<file path="config.mk">
export PLATFORM = sky130hd
export DESIGN_NAME = control_seq_flat
export DESIGN_NICKNAME = d
export VERILOG_FILES = /design/src/rtl/control_seq_if.sv /design/src/rtl/control_seq.sv /design/src/flat_wrapper.sv
export SDC_FILE = /design/constraint.sdc
export NUM_CORES = 1
export LEC_CHECK = 0
export BUFFER_PORTS_ARGS = -buffer_cell sky130_fd_sc_hd__buf_2
export CAP_MARGIN = 20
export CORE_MARGIN = 2
export CORE_UTILIZATION = 47
export CTS_CLUSTER_SIZE = 30
export DETAILED_ROUTE_END_ITERATION = 7
export PLACE_DENSITY = 0.92
export SYNTH_ARGS = -nofsm -noshare
export SYNTH_HDL_FRONTEND = slang
export SYNTH_SLANG_ARGS = --single-unit
</file>
<file path="constraint.sdc">
create_clock -name clock -period 2.73 [get_ports clock]
set_clock_uncertainty 0.2 [all_clocks]
set_input_delay 0.546 -clock clock [delete_from_list [all_inputs] [get_ports clock]]
set_output_delay 0.546 -clock clock [all_outputs]
set_load 0.01 [all_outputs]
</file>
<file path="src/rtl/control_seq_if.sv">
// Command/status bundle between the sequencer and its datapath driver.
// master drives requests and Y's LSB; slave returns commands and status.
interface control_seq_if #(
    parameter int CMD_W = 4
) ();
    logic             start;
    logic [2:0]       opcode;
    logic             y_lsb;
    logic [CMD_W-1:0] tx;
    logic [CMD_W-1:0] ty;
    logic [CMD_W-1:0] tz;
    logic [CMD_W-1:0] tula;
    logic [3:0]       current_state;
    logic             busy;
    logic             done;
    logic             err;

    modport master (
        output start, opcode, y_lsb,
        input  tx, ty, tz, tula, current_state, busy, done, err
    );

    modport slave (
        input  start, opcode, y_lsb,
        output tx, ty, tz, tula, current_state, busy, done, err
    );
endinterface

</file>
<file path="src/rtl/control_seq.sv">
// Control sequencer for an add/sub/shift-add-multiply datapath.
// Emits per-cycle register and ALU commands from a registered FSM.
module control_seq #(
    parameter int WIDTH = 4,
    parameter int CMD_W = 4
) (
    input  logic         clock,
    input  logic         reset_n,
    control_seq_if.slave bus
);
    localparam int CW = $clog2(WIDTH);
    localparam logic [CW-1:0] LAST = CW'(WIDTH - 1);

    localparam logic [CMD_W-1:0] C_CLEAR  = CMD_W'(0);
    localparam logic [CMD_W-1:0] C_LOAD   = CMD_W'(1);
    localparam logic [CMD_W-1:0] C_HOLD   = CMD_W'(2);
    localparam logic [CMD_W-1:0] C_SHIFTR = CMD_W'(3);
    localparam logic [CMD_W-1:0] C_SHIFTL = CMD_W'(4);
    localparam logic [CMD_W-1:0] A_ADD    = CMD_W'(0);
    localparam logic [CMD_W-1:0] A_SUB    = CMD_W'(1);

    typedef enum logic [3:0] {
        S_IDLE      = 4'd0,
        S_LOADX     = 4'd1,
        S_LOADY     = 4'd2,
        S_EXEC      = 4'd3,
        S_MUL_ADD   = 4'd4,
        S_MUL_SHIFT = 4'd5,
        S_DONE      = 4'd7
    } state_t;

    state_t        r_state;
    state_t        w_next;
    logic [2:0]    r_op;
    logic [CW-1:0] r_cnt;
    logic          w_last;
    logic          w_accept;

    assign w_last   = (r_cnt == LAST);
    assign w_accept = (r_state == S_IDLE) && bus.start;

    always_ff @(posedge clock) begin
        if (!reset_n) begin
            r_state <= S_IDLE;
            r_op    <= 3'd0;
            r_cnt   <= '0;
        end else begin
            r_state <= w_next;
            if (w_accept)
                r_op <= bus.opcode;
            if (r_state == S_LOADY)
                r_cnt <= '0;
            else if (r_state == S_MUL_SHIFT && !w_last)
                r_cnt <= r_cnt + 1'b1;
        end
    end

    always_comb begin
        w_next = S_IDLE;
        case (r_state)
            S_IDLE: begin
                if (!bus.start)
                    w_next = S_IDLE;
                else if (bus.opcode <= 3'd2)
                    w_next = S_LOADX;
                else
                    w_next = S_DONE;
            end
            S_LOADX:     w_next = S_LOADY;
            S_LOADY:     w_next = (r_op == 3'd2) ? S_MUL_ADD : S_EXEC;
            S_EXEC:      w_next = S_DONE;
            S_MUL_ADD:   w_next = S_MUL_SHIFT;
            S_MUL_SHIFT: w_next = w_last ? S_DONE : S_MUL_ADD;
            S_DONE:      w_next = S_IDLE;
            default:     w_next = S_IDLE;
        endcase
    end

    always_comb begin
        bus.tx   = C_HOLD;
        bus.ty   = C_HOLD;
        bus.tz   = C_HOLD;
        bus.tula = A_ADD;
        bus.busy = (r_state != S_IDLE);
        bus.done = 1'b0;
        bus.err  = 1'b0;
        case (r_state)
            S_LOADX: bus.tx = C_LOAD;
            S_LOADY: begin
                bus.ty = C_LOAD;
                bus.tz = C_CLEAR;
            end
            S_EXEC: begin
                bus.tz   = C_LOAD;
                bus.tula = (r_op == 3'd1) ? A_SUB : A_ADD;
            end
            S_MUL_ADD: bus.tz = bus.y_lsb ? C_LOAD : C_HOLD;
            S_MUL_SHIFT: begin
                bus.tx = C_SHIFTL;
                bus.ty = C_SHIFTR;
            end
            S_DONE: begin
                bus.done = 1'b1;
                bus.err  = (r_op > 3'd2);
            end
            default: ;
        endcase
        // Reset forces the datapath clear regardless of the stored state.
        if (!reset_n) begin
            bus.tx   = C_CLEAR;
            bus.ty   = C_CLEAR;
            bus.tz   = C_CLEAR;
            bus.tula = A_ADD;
            bus.busy = 1'b0;
            bus.done = 1'b0;
            bus.err  = 1'b0;
        end
    end

    assign bus.current_state = r_state;
endmodule

</file>
<file path="src/flat_wrapper.sv">
// flat-port wrapper written by rule: the top's interface ports become plain ports
module control_seq_flat 
#(
    parameter int WIDTH = 4,
    parameter int CMD_W = 4
)
  (clock, reset_n, bus_start, bus_opcode, bus_y_lsb, bus_tx, bus_ty, bus_tz, bus_tula, bus_current_state, bus_busy, bus_done, bus_err);
  control_seq_if #(.CMD_W(CMD_W)) bus_i ();
  input  logic clock;
  input  logic reset_n;
  input wire logic [$bits(bus_i.start)-1:0] bus_start;
  input wire logic [$bits(bus_i.opcode)-1:0] bus_opcode;
  input wire logic [$bits(bus_i.y_lsb)-1:0] bus_y_lsb;
  output wire logic [$bits(bus_i.tx)-1:0] bus_tx;
  output wire logic [$bits(bus_i.ty)-1:0] bus_ty;
  output wire logic [$bits(bus_i.tz)-1:0] bus_tz;
  output wire logic [$bits(bus_i.tula)-1:0] bus_tula;
  output wire logic [$bits(bus_i.current_state)-1:0] bus_current_state;
  output wire logic [$bits(bus_i.busy)-1:0] bus_busy;
  output wire logic [$bits(bus_i.done)-1:0] bus_done;
  output wire logic [$bits(bus_i.err)-1:0] bus_err;
  assign bus_i.start = bus_start;
  assign bus_i.opcode = bus_opcode;
  assign bus_i.y_lsb = bus_y_lsb;
  assign bus_tx = bus_i.tx;
  assign bus_ty = bus_i.ty;
  assign bus_tz = bus_i.tz;
  assign bus_tula = bus_i.tula;
  assign bus_current_state = bus_i.current_state;
  assign bus_busy = bus_i.busy;
  assign bus_done = bus_i.done;
  assign bus_err = bus_i.err;
  control_seq #(.WIDTH(WIDTH), .CMD_W(CMD_W)) u_core (.clock(clock), .reset_n(reset_n), .bus(bus_i));
endmodule
</file>
==> metrics.cfg <==
[status]
outcome = completed

[cells_and_area]
fin_util = 0.5513
nets = 100
area_growth_pct = 11.13
final_cell_count_no_fill = 105
design_area_sq_um = 699.4
antennaDiodeCount = 0
drive_gt1_frac = 0.3000

[synth]
syn_area_per_cell_sq_um = 8.741
ys_types = 33
yosysTopAreaCellShare = 0.2545
yosys-top-cells-count = buf_4 (10), dfxtp_1 (8), nor2_1 (5), o21a_1 (5), nor2b_1 (4)
synthFlopType = dfxtp_1
syn_inst = 72
yosys.area.top_type = dfxtp_1
yosysMostFrequentCell = buf_4
yosysSeqAreaShare = 0.2545
ys_top_cells_by_area = dfxtp_1 (25%), buf_4 (12%), o21a_1 (6.0%)
synth_area_sq_um = 629.4
synth_warnings = 0
synth_seq_cells = 8
async_flop_share = 0
synth_edf_count = 0

[sta]
max_freq_mhz = 436.0
final_hold_viol_count = 0
min_period_ns = 2.294
timing.setup.tns_ns = 0
rsz0062_at_grt = false
setup_viol = 0
setup_slack_ns = 0.4362
finalCritPeriodShare = 0.8402
drv_slew = 0

[drt]
via_per_inst = 5.229
detail-route-antenna-nets = 0
wl_per_cell_um = 12.57
vias = 549
drc = 0
wl_mm = 1.320
drt_iter0_drc = 1
first_pass_iters = 2

[global_routing]
grtUsageMet1 = 0.2277
grt_pass1_wl_mm = 2.139
first_global_vias = 511
grt_antenna_before_repair = 0
overflow = 0
globalRouteMet3Util = 0.07222
grt_util_all_layers = 0.2014
grt_max_degree = 16
grt_use_met2 = 0.3333
top_usage_layer = met2

[placement]
place_inst = 102
numPortBuffers = 20
hpwl_um = 992.2
pre_cts_ws_ns = 0.7139
gp_congestion = 0.7802
postPlaceCellArea_sq_um = 676.9

[clock_tree]
ctsHoldBuffers = 0
cts_tree = built
root_buffer = clkbuf_4
ctsResizeCount = 0
numCtsBuffers = 3
cts_setup_buffers = 0
clock_path_buffers = 2
clk_latency_ns = 0.26
clock_sinks = 8
clk_pin_slew_ns = 0.06
htreeDepth = 1

[critical_path]
regToRegSetupSlack_ns = 1.02
crit_start = u_core.bus.current_state[1]
r2r_start = u_core.bus.current_state[2]
path_cells = or2b_1, nor2_1, o21a_1, buf_2
critical_path_class = reg2out
cp_slowest_stage_delay_ns = 0.60
crit_path_top_delay_cell = dfxtp_1
start_kind = flop
crit_required_ns = 1.98
cp_max_fo = 14
cp-end-kind = output port
worstPathArrival_ns = 1.55

[floorplanning]
initial_core_util = 0.4961
dieHeight_um = 40.60
die_w_um = 40.60
num_rows = 13
ios = 30
core_area_sq_mm = 0.001269
die_area_sq_mm = 0.001648

[hold_path]
min_from = u_core.r_cnt[1]
hp-class = reg2reg

[power]
power_density_mw_per_mm2 = 779.6
ir_worst_vdd_uv = 473.1
power_leakage_nw = 0.3211

[flow_run]
drv_cap = 0

## cell usage in the layout, fill, tap and decap left out, drive strengths merged
cell     Yosys  layout
mux2i        3       3
nand2b       1       1
clkbuf       0       3
nand2        4       4
buf         13      20
or2b         1       1
o31a         3       3
nor3b        1       1
nor2         5       5
nor3         1       1
o21ai        1       1
nor2b        4       4
or4b         1       1
dfxtp        8       8
nand3        1       1
conb         1       9
and3         1       1
o2bb2ai      1       1
o31ai        1       1
nor4b        2       2
and3b        1       1
a21boi       3       3
a21oi        2       2
ha           1       1
nor4         1       1
o21a         5       5
and2         3       3
o2111a       1       1
nand3b       2       2
## cells by family after synthesis
logic type,after synthesis,synth area share
AND/OR/NAND/NOR,29,0.3062
AO/OA/AOI/OAI,17,0.2048
buffers and inverters,13,0.1610
flip-flops,8,0.2545
multiplexers,3,0.04772
adder cells (fa/ha/maj),1,0.01988
other,1,0.005958
## sequential cells by signal, indices dropped and copies added (netlist names)
name                      cells
u_core.r_cnt                  2
u_core.r_op                   3
u_core.bus.current_state      3
## path summary, 6_finish.rpt
| path | depth (start not counted) | end |
|---|---|---|
| max | 4 | bus_ty[0] |
| min | 2 | u_core.r_cnt[1] |
| max reg2reg | 3 | u_core.r_cnt[0] |
| min reg2reg | 2 | u_core.r_cnt[1] |
## per-layer routing
metal / up-vias / routed length (um)
li1: 278 / -
met1: 249 / 590
met2: 18 / 633
met3: 4 / 72
met4: 0 / 23
met5: - / 0
## metrics by stage
stage | hold slack (ns) | power (mW)
after floorplan | 0.2583 | 0.4092
after global placement | 0.2815 | 0.4389
after detailed placement | 0.3079 | 0.4517
after CTS | 0.3195 | 0.5456
after global routing | 0.3334 | 0.5827
final | 0.3063 | 0.5453
## cell type report
class	count	area, sq um
fillers	137	569.3
well taps	15	18.77
clock buffers	3	22.52
flip-flops and latches	8	160.2
repair buffers	20	100.1
multi-input cells	59	397.9
## power by group
group	switching [mW]	internal, mW
sequential	0.0763	0.144
combinational	0.112	0.117
clock	0.0452	0.0506
## critical path, delay by kind of cell, from the launching register on
family,cells,cell delay [ns]
AO/OA/AOI/OAI,1,0.13
AND/OR/NAND/NOR,2,0.43
buffers and inverters,1,0.12
flip-flops,1,0.60
Power figures use the tool's default switching activity.
